## src/rtl/des_wb_sequencer.sv

```systemverilog
// des_wb_sequencer: feeds one 64-bit block at a time to a DES Wishbone slave.
// It writes the data words, writes the key only when it changed, starts the
// core, polls the finish flag, stops the core and reads the result back.
module des_wb_sequencer #(
  parameter logic [31:0] BASE_ADDR  = 32'h0,
  parameter int unsigned POLL_GAP   = 4,
  parameter int unsigned POLL_LIMIT = 64
) (
  input  logic        clk,
  input  logic        rst,
  input  logic        in_valid,
  output logic        in_ready,
  input  logic [63:0] in_data,
  input  logic        in_mode,
  input  logic [63:0] key,
  output logic        out_valid,
  input  logic        out_ready,
  output logic [63:0] out_data,
  output logic        busy,
  output logic        err,
  output logic        wbm_cyc_o,
  output logic        wbm_stb_o,
  output logic        wbm_we_o,
  output logic [3:0]  wbm_sel_o,
  output logic [31:0] wbm_adr_o,
  output logic [31:0] wbm_dat_o,
  input  logic        wbm_ack_i,
  input  logic [31:0] wbm_dat_i
);

  typedef enum logic [3:0] {
    IDLE, WR_DH, WR_DL, WR_KH, WR_KL, START, POLL, GAP, STOP, RD_H, RD_L
  } state_t;

  localparam logic [31:0] OFS_CFG   = 32'h00;
  localparam logic [31:0] OFS_TX_H  = 32'h04;
  localparam logic [31:0] OFS_TX_L  = 32'h08;
  localparam logic [31:0] OFS_RX_H  = 32'h0C;
  localparam logic [31:0] OFS_RX_L  = 32'h10;
  localparam logic [31:0] OFS_KEY_H = 32'h14;
  localparam logic [31:0] OFS_KEY_L = 32'h18;

  // Last gap count value; only meaningful when POLL_GAP is non-zero.
  localparam logic [7:0]  GAP_LAST   = 8'(POLL_GAP - 1);
  localparam logic [16:0] POLL_LAST  = 17'(POLL_LIMIT);

  state_t      state;
  logic [63:0] data_q;
  logic [63:0] key_q;
  logic [63:0] last_key;
  logic        mode_q;
  logic        key_written;
  logic        timed_out;
  logic [7:0]  gap_cnt;
  logic [15:0] poll_cnt;

  logic        ack;
  logic        key_stale;
  logic        last_poll;
  logic        bus_state;
  logic        req_we;
  logic [3:0]  req_sel;
  logic [31:0] req_adr;
  logic [31:0] req_dat;

  // A stray acknowledge outside an open cycle must never advance the FSM.
  assign ack       = wbm_cyc_o & wbm_ack_i;
  assign in_ready  = (state == IDLE) & ~out_valid & ~rst;
  assign busy      = (state != IDLE);
  assign key_stale = ~key_written | (key_q != last_key);
  assign last_poll = (({1'b0, poll_cnt}) + 17'd1) == POLL_LAST;

  // Bus request (direction, selects, address, data) implied by the current state.
  always_comb begin
    bus_state = 1'b1;
    req_we    = 1'b1;
    req_sel   = 4'hF;
    req_adr   = BASE_ADDR + OFS_CFG;
    req_dat   = '0;
    case (state)
      WR_DH: begin
        req_adr = BASE_ADDR + OFS_RX_H;
        req_dat = data_q[63:32];
      end
      WR_DL: begin
        req_adr = BASE_ADDR + OFS_RX_L;
        req_dat = data_q[31:0];
      end
      WR_KH: begin
        req_adr = BASE_ADDR + OFS_KEY_H;
        req_dat = key_q[63:32];
      end
      WR_KL: begin
        req_adr = BASE_ADDR + OFS_KEY_L;
        req_dat = key_q[31:0];
      end
      START: begin
        req_sel = 4'b0110;
        req_dat = {15'b0, mode_q, 7'b0, 1'b1, 8'b0};
      end
      POLL: begin
        req_we = 1'b0;
      end
      STOP: begin
        req_sel = 4'b0010;
      end
      RD_H: begin
        req_we  = 1'b0;
        req_adr = BASE_ADDR + OFS_TX_H;
      end
      RD_L: begin
        req_we  = 1'b0;
        req_adr = BASE_ADDR + OFS_TX_L;
      end
      default: begin
        bus_state = 1'b0;
        req_we    = 1'b0;
        req_sel   = '0;
        req_adr   = '0;
      end
    endcase
  end

  // Sequencer FSM with registered Wishbone master outputs and result buffer.
  // Every bus state spends its first cycle with cyc low, which provides the
  // mandatory idle cycle between transfers.
  always_ff @(posedge clk) begin
    if (rst) begin
      state       <= IDLE;
      out_valid   <= 1'b0;
      out_data    <= '0;
      err         <= 1'b0;
      wbm_cyc_o   <= 1'b0;
      wbm_stb_o   <= 1'b0;
      wbm_we_o    <= 1'b0;
      wbm_sel_o   <= '0;
      wbm_adr_o   <= '0;
      wbm_dat_o   <= '0;
      data_q      <= '0;
      key_q       <= '0;
      last_key    <= '0;
      mode_q      <= 1'b0;
      key_written <= 1'b0;
      timed_out   <= 1'b0;
      gap_cnt     <= '0;
      poll_cnt    <= '0;
    end else begin
      if (bus_state && !wbm_cyc_o) begin
        wbm_cyc_o <= 1'b1;
        wbm_stb_o <= 1'b1;
        wbm_we_o  <= req_we;
        wbm_sel_o <= req_sel;
        wbm_adr_o <= req_adr;
        wbm_dat_o <= req_dat;
      end
      if (ack) begin
        wbm_cyc_o <= 1'b0;
        wbm_stb_o <= 1'b0;
        wbm_we_o  <= 1'b0;
        wbm_sel_o <= '0;
        wbm_adr_o <= '0;
        wbm_dat_o <= '0;
      end
      if (out_valid && out_ready) begin
        out_valid <= 1'b0;
      end

      case (state)
        IDLE: begin
          if (in_valid && in_ready) begin
            data_q <= in_data;
            key_q  <= key;
            mode_q <= in_mode;
            state  <= WR_DH;
          end
        end
        WR_DH: if (ack) state <= WR_DL;
        WR_DL: if (ack) state <= key_stale ? WR_KH : START;
        WR_KH: if (ack) state <= WR_KL;
        WR_KL: begin
          if (ack) begin
            key_written <= 1'b1;
            last_key    <= key_q;
            state       <= START;
          end
        end
        START: begin
          if (!wbm_cyc_o) begin
            gap_cnt  <= '0;
            poll_cnt <= '0;
          end
          if (ack) state <= POLL;
        end
        POLL: begin
          if (ack) begin
            if (wbm_dat_i[0]) begin
              state <= STOP;
            end else begin
              poll_cnt <= poll_cnt + 16'd1;
              if (last_poll) begin
                err       <= 1'b1;
                timed_out <= 1'b1;
                state     <= STOP;
              end else if (POLL_GAP != 0) begin
                gap_cnt <= '0;
                state   <= GAP;
              end
            end
          end
        end
        GAP: begin
          if (gap_cnt == GAP_LAST) begin
            state <= POLL;
          end else begin
            gap_cnt <= gap_cnt + 8'd1;
          end
        end
        STOP: begin
          if (ack) begin
            if (timed_out) begin
              timed_out <= 1'b0;
              state     <= IDLE;
            end else begin
              state <= RD_H;
            end
          end
        end
        RD_H: begin
          if (ack) begin
            out_data[63:32] <= wbm_dat_i;
            state           <= RD_L;
          end
        end
        RD_L: begin
          if (ack) begin
            out_data[31:0] <= wbm_dat_i;
            out_valid      <= 1'b1;
            state          <= IDLE;
          end
        end
        default: state <= IDLE;
      endcase
    end
  end

endmodule

```

## config.mk

```make
export PLATFORM = sky130hd
export DESIGN_NAME = des_wb_sequencer
export DESIGN_NICKNAME = d
export VERILOG_FILES = /design/src/rtl/des_wb_sequencer.sv
export SDC_FILE = /design/constraint.sdc
export NUM_CORES = 1
export LEC_CHECK = 0
export ABC_AREA = 1
export CAP_MARGIN = 10
export CORE_MARGIN = 3
export CORE_UTILIZATION = 25
export CTS_CLUSTER_DIAMETER = 40
export CTS_CLUSTER_SIZE = 40
export DETAILED_ROUTE_END_ITERATION = 16
export REMOVE_ABC_BUFFERS = 1
export SKIP_LAST_GASP = 1
export SYNTH_ARGS = -nofsm -noshare
export SYNTH_HDL_FRONTEND = slang
export SYNTH_SLANG_ARGS = --single-unit
```

## constraint.sdc

```tcl
create_clock -name clk -period 3.32 [get_ports clk]
set_input_delay 0.332 -clock clk [delete_from_list [all_inputs] [get_ports clk]]
set_output_delay 0.332 -clock clk [all_outputs]
set_load 0.1 [all_outputs]
```

==> impl_metrics.csv <==
group,metric,value,unit
yosys,ys.flop_type,"dfxtp_1",
floorplanning,dieArea,60000,µm²
cells_and_area,syn_to_final_growth,34.9,%
setup_path,reg2reg_slack,920,ps
timing,fmax,390,MHz
route,drt_iter0_markers,974,
place,dp_hpwl,35500,µm
setup_path,required,2990,ps
clock_network,hold_buffers,0,
yosys,synth_warnings,0,
timing,clock_skew,13.7,ps
clock_network,cts.sinks,329,
floorplanning,core_area,55800,µm²
clock_network,clkLatencyLatePin,580,ps
timing,slew_headroom,30.5,%
global_routing,overflow,0,
floorplanning,start_util,25.6,%
yosys,synth_area,14300,µm²
floorplanning,dieWidth,245,µm
place,io_buffer_count,275,
setup_path,reg2reg_to,"key_q[24]$_SDFFE_PP0P_",
yosys,async_reset_ff_share,0,%
route,vias,13961,
yosys,synth_seq_cells,329,
floorplanning,fp.dieH,245,µm
timing,finalCriticalPeriod,2560,ps
setup_path,path_cells,"clkdlybuf4s50_1",
setup_path,cp_top_family,"buffers and inverters",
global_routing,grt_use_total,16.3,%
yosys,synth_cell_type_count,46,
timing,setup_violations,0,
setup_path,r2r-start,"state[2]$_SDFFE_PP0P_",
place,place_inst,2899,
setup_path,crit_cells,1,
clock_network,h-tree-depth,2,
run,drv_cap,0,
clock_network,tritoncts,"built",
global_routing,grt_pass1_wl,77300,µm
route,drt-total-wl,50800,µm
setup_path,slowest_delay,1190,ps
yosys,avgSynthCellArea,7.24,µm²
min_path,holdPathEnd,"wbm_dat_o[16]$_SDFFE_PP0P_",
place,place_congestion,0.812,
power,leakage,6.86,nW
clock_network,cts.repair.resized,0,
clock_network,cts-buffers-inserted,48,
timing,maxSlewViolCount,0,
cells_and_area,fillers,5872,
setup_path,critPathMaxFanout,3,
power,ir_worst_vdd,0.390,mV
route,drc_errors,0,
floorplanning,ios,305,
yosys,synth-edff-count,0,
route,wire_per_inst,17.0,µm
min_path,min-delay-start,"rst",
clock_network,post-cts-setup-buffers,0,
global_routing,grt_pass1_vias,13456,
min_path,holdPathStages,4,
status,status,"finished clean",
route,firstDrtPassIters,5,
clock_network,clkSlewWorstSetupHoldPaths,60,ps
timing,worst_pin_slew,1040,ps
timing,final-hold-violation-count,0,
cells_and_area,nets,2369,
clock_network,cts.root.buffer_cell,"clkbuf_16",
timing,period_share,77.1,%
route,postRouteAntennaNets,0,
yosys,ys_seq_area_share,46.1,%
setup_path,cp.arrival,2230,ps
power,p_per_area,695,nW/µm²
setup_path,cp-end-kind,"output port",
setup_path,r2r_cells,10,
route,via_per_inst,4.67,
setup_path,path_buf_inv,1,
cells_and_area,fin_cells,2988,
setup_path,startpoint_type,"flop",
clock_network,clockBufferDepth,3,
global_routing,grt_max_degree,122,
cells_and_area,drive_gt1_share,7.55,%
cells_and_area,multi_input_area,6270,µm²
power,power,13.4,mW
setup_path,path_class,"reg2out",
floorplanning,rows,86,
yosys,postSynthCellCount,1973,
global_routing,antenna_found_initial,1,
cells_and_area,seqCellArea,6590,µm²
setup_path,crit_slowest_cell,"clkdlybuf4s50_1",
timing,rsz0062_at_grt,"no",
min_path,hp-class,"in2reg",
final cells by class:
class	count	area share, %
antenna	2	0.0260
clock buffer	57	6.83
clock inverter	30	1.79
inverter	222	4.35
multi-input combinational	1299	32.5
sequential	329	34.2
tap	748	4.86
timing repair buffer	301	15.4
synthesized netlist by cell type, types with 2 or more instances:
library cell | n | area (µm²)
nand2_1 | 356 | 1340
dfxtp_1 | 329 | 6590
a21oi_1 | 315 | 1580
inv_1 | 211 | 792
o21ai_0 | 200 | 1000
nand3_1 | 125 | 626
nor2_1 | 119 | 447
clkbuf_1 | 102 | 383
o22ai_1 | 56 | 350
buf_4 | 33 | 248
o21ai_1 | 22 | 110
buf_2 | 10 | 50.1
inv_2 | 8 | 30.0
nand4_1 | 8 | 50.1
a311oi_2 | 7 | 105
xnor2_1 | 7 | 61.3
nor2_2 | 6 | 37.5
xor2_1 | 6 | 52.6
a311oi_1 | 5 | 43.8
nor2_4 | 5 | 56.3
nor3_1 | 5 | 25.0
buf_1 | 4 | 15.0
nand2_2 | 4 | 25.0
or2_2 | 3 | 18.8
a211oi_2 | 2 | 25.0
a221oi_1 | 2 | 17.5
buf_6 | 2 | 22.5
clkinv_1 | 2 | 7.51
ha_1 | 2 | 25.0
power by group:
group          switching [mW]  internal, mW  total, mW
clock network            2.05          3.20       5.26
logic                    2.65         0.878       3.53
registers               0.261          4.35       4.61
total                    4.96          8.43       13.4
stage by stage:
stage	instance area (µm²)	hold WS, ps	util, %	worst slack [ps]	setup TNS (ps)
global placement	17600	436	31.5	894	0
finish	19300	236	34.5	759	0
detailed placement	17600	440	31.5	849	0
floorplan	13700	401	-	-2420	-435270
CTS	19300	207	34.5	695	0
global route	19300	236	34.5	682	0
cell usage in the layout (no fill, tap or decap), drive strengths merged, types with 2 or more instances in the layout:
cell,netlist,routed
a221oi,2,2
dfxtp,329,329
clkdlybuf4s50,0,263
o22ai,56,56
diode,0,2
buf,49,38
o21ai,223,223
xnor2,7,7
clkinvlp,0,4
xor2,6,6
nor3,7,7
nor2,130,130
clkinv,2,11
bufinv,0,4
or2,3,3
nand3,126,126
a21oi,315,315
ha,2,2
a311oi,12,12
nand2,361,361
conb,1,29
nand4,9,9
a211oi,3,3
clkbuf,102,57
inv,220,233
how the worst max path moves through the flow:
stage / startpoint / to / slack, ps
6_report: out_valid$_SDFF_PP0_ / out_valid / 760
3_3_place_gp: wbm_ack_i / out_data[14]$_SDFFE_PP0P_ / 890
4_1_cts: out_valid$_SDFF_PP0_ / out_valid / 690
2_1_floorplan: wbm_stb_o$_SDFFE_PP0P_ / last_key[12]$_SDFFE_PP0P_ / -2420
5_1_grt: poll_cnt[0]$_SDFFE_PP0P_ / gap_cnt[1]$_SDFFE_PP0P_ / 680
3_5_place_dp: wbm_ack_i / out_data[19]$_SDFFE_PP0P_ / 850
registers in the layout, summed over array words and instances, names as in the netlist:
signal / cells
poll_cnt: 16
wbm_we_o: 1
gap_cnt: 8
data_q: 64
wbm_stb_o: 1
out_valid: 1
mode_q: 1
out_data: 64
state: 4
key_q: 64
wbm_dat_o: 32
key_written: 1
timed_out: 1
last_key: 64
wbm_adr_o: 3
wbm_sel_o: 3
err: 1
kinds of logic after synthesis:
family,synth area share [%]
AOI/OAI and AO/OA,23.1
other,0.0263
DFF,46.1
buffers and inverters,10.9
adders and majority gates,0.175
and+or+nand+nor,18.9
xor gates and xnor gates,0.797
per-layer routing:
layer,share of wire (%),vias up,GRT usage (%)
li1,-,6945,-
met1,46,6530,21.7
met2,47,380,26.8
met3,4.3,106,2.71
met4,3.3,0,5.77
met5,0,-,0
Power figures use the tool's default switching activity.
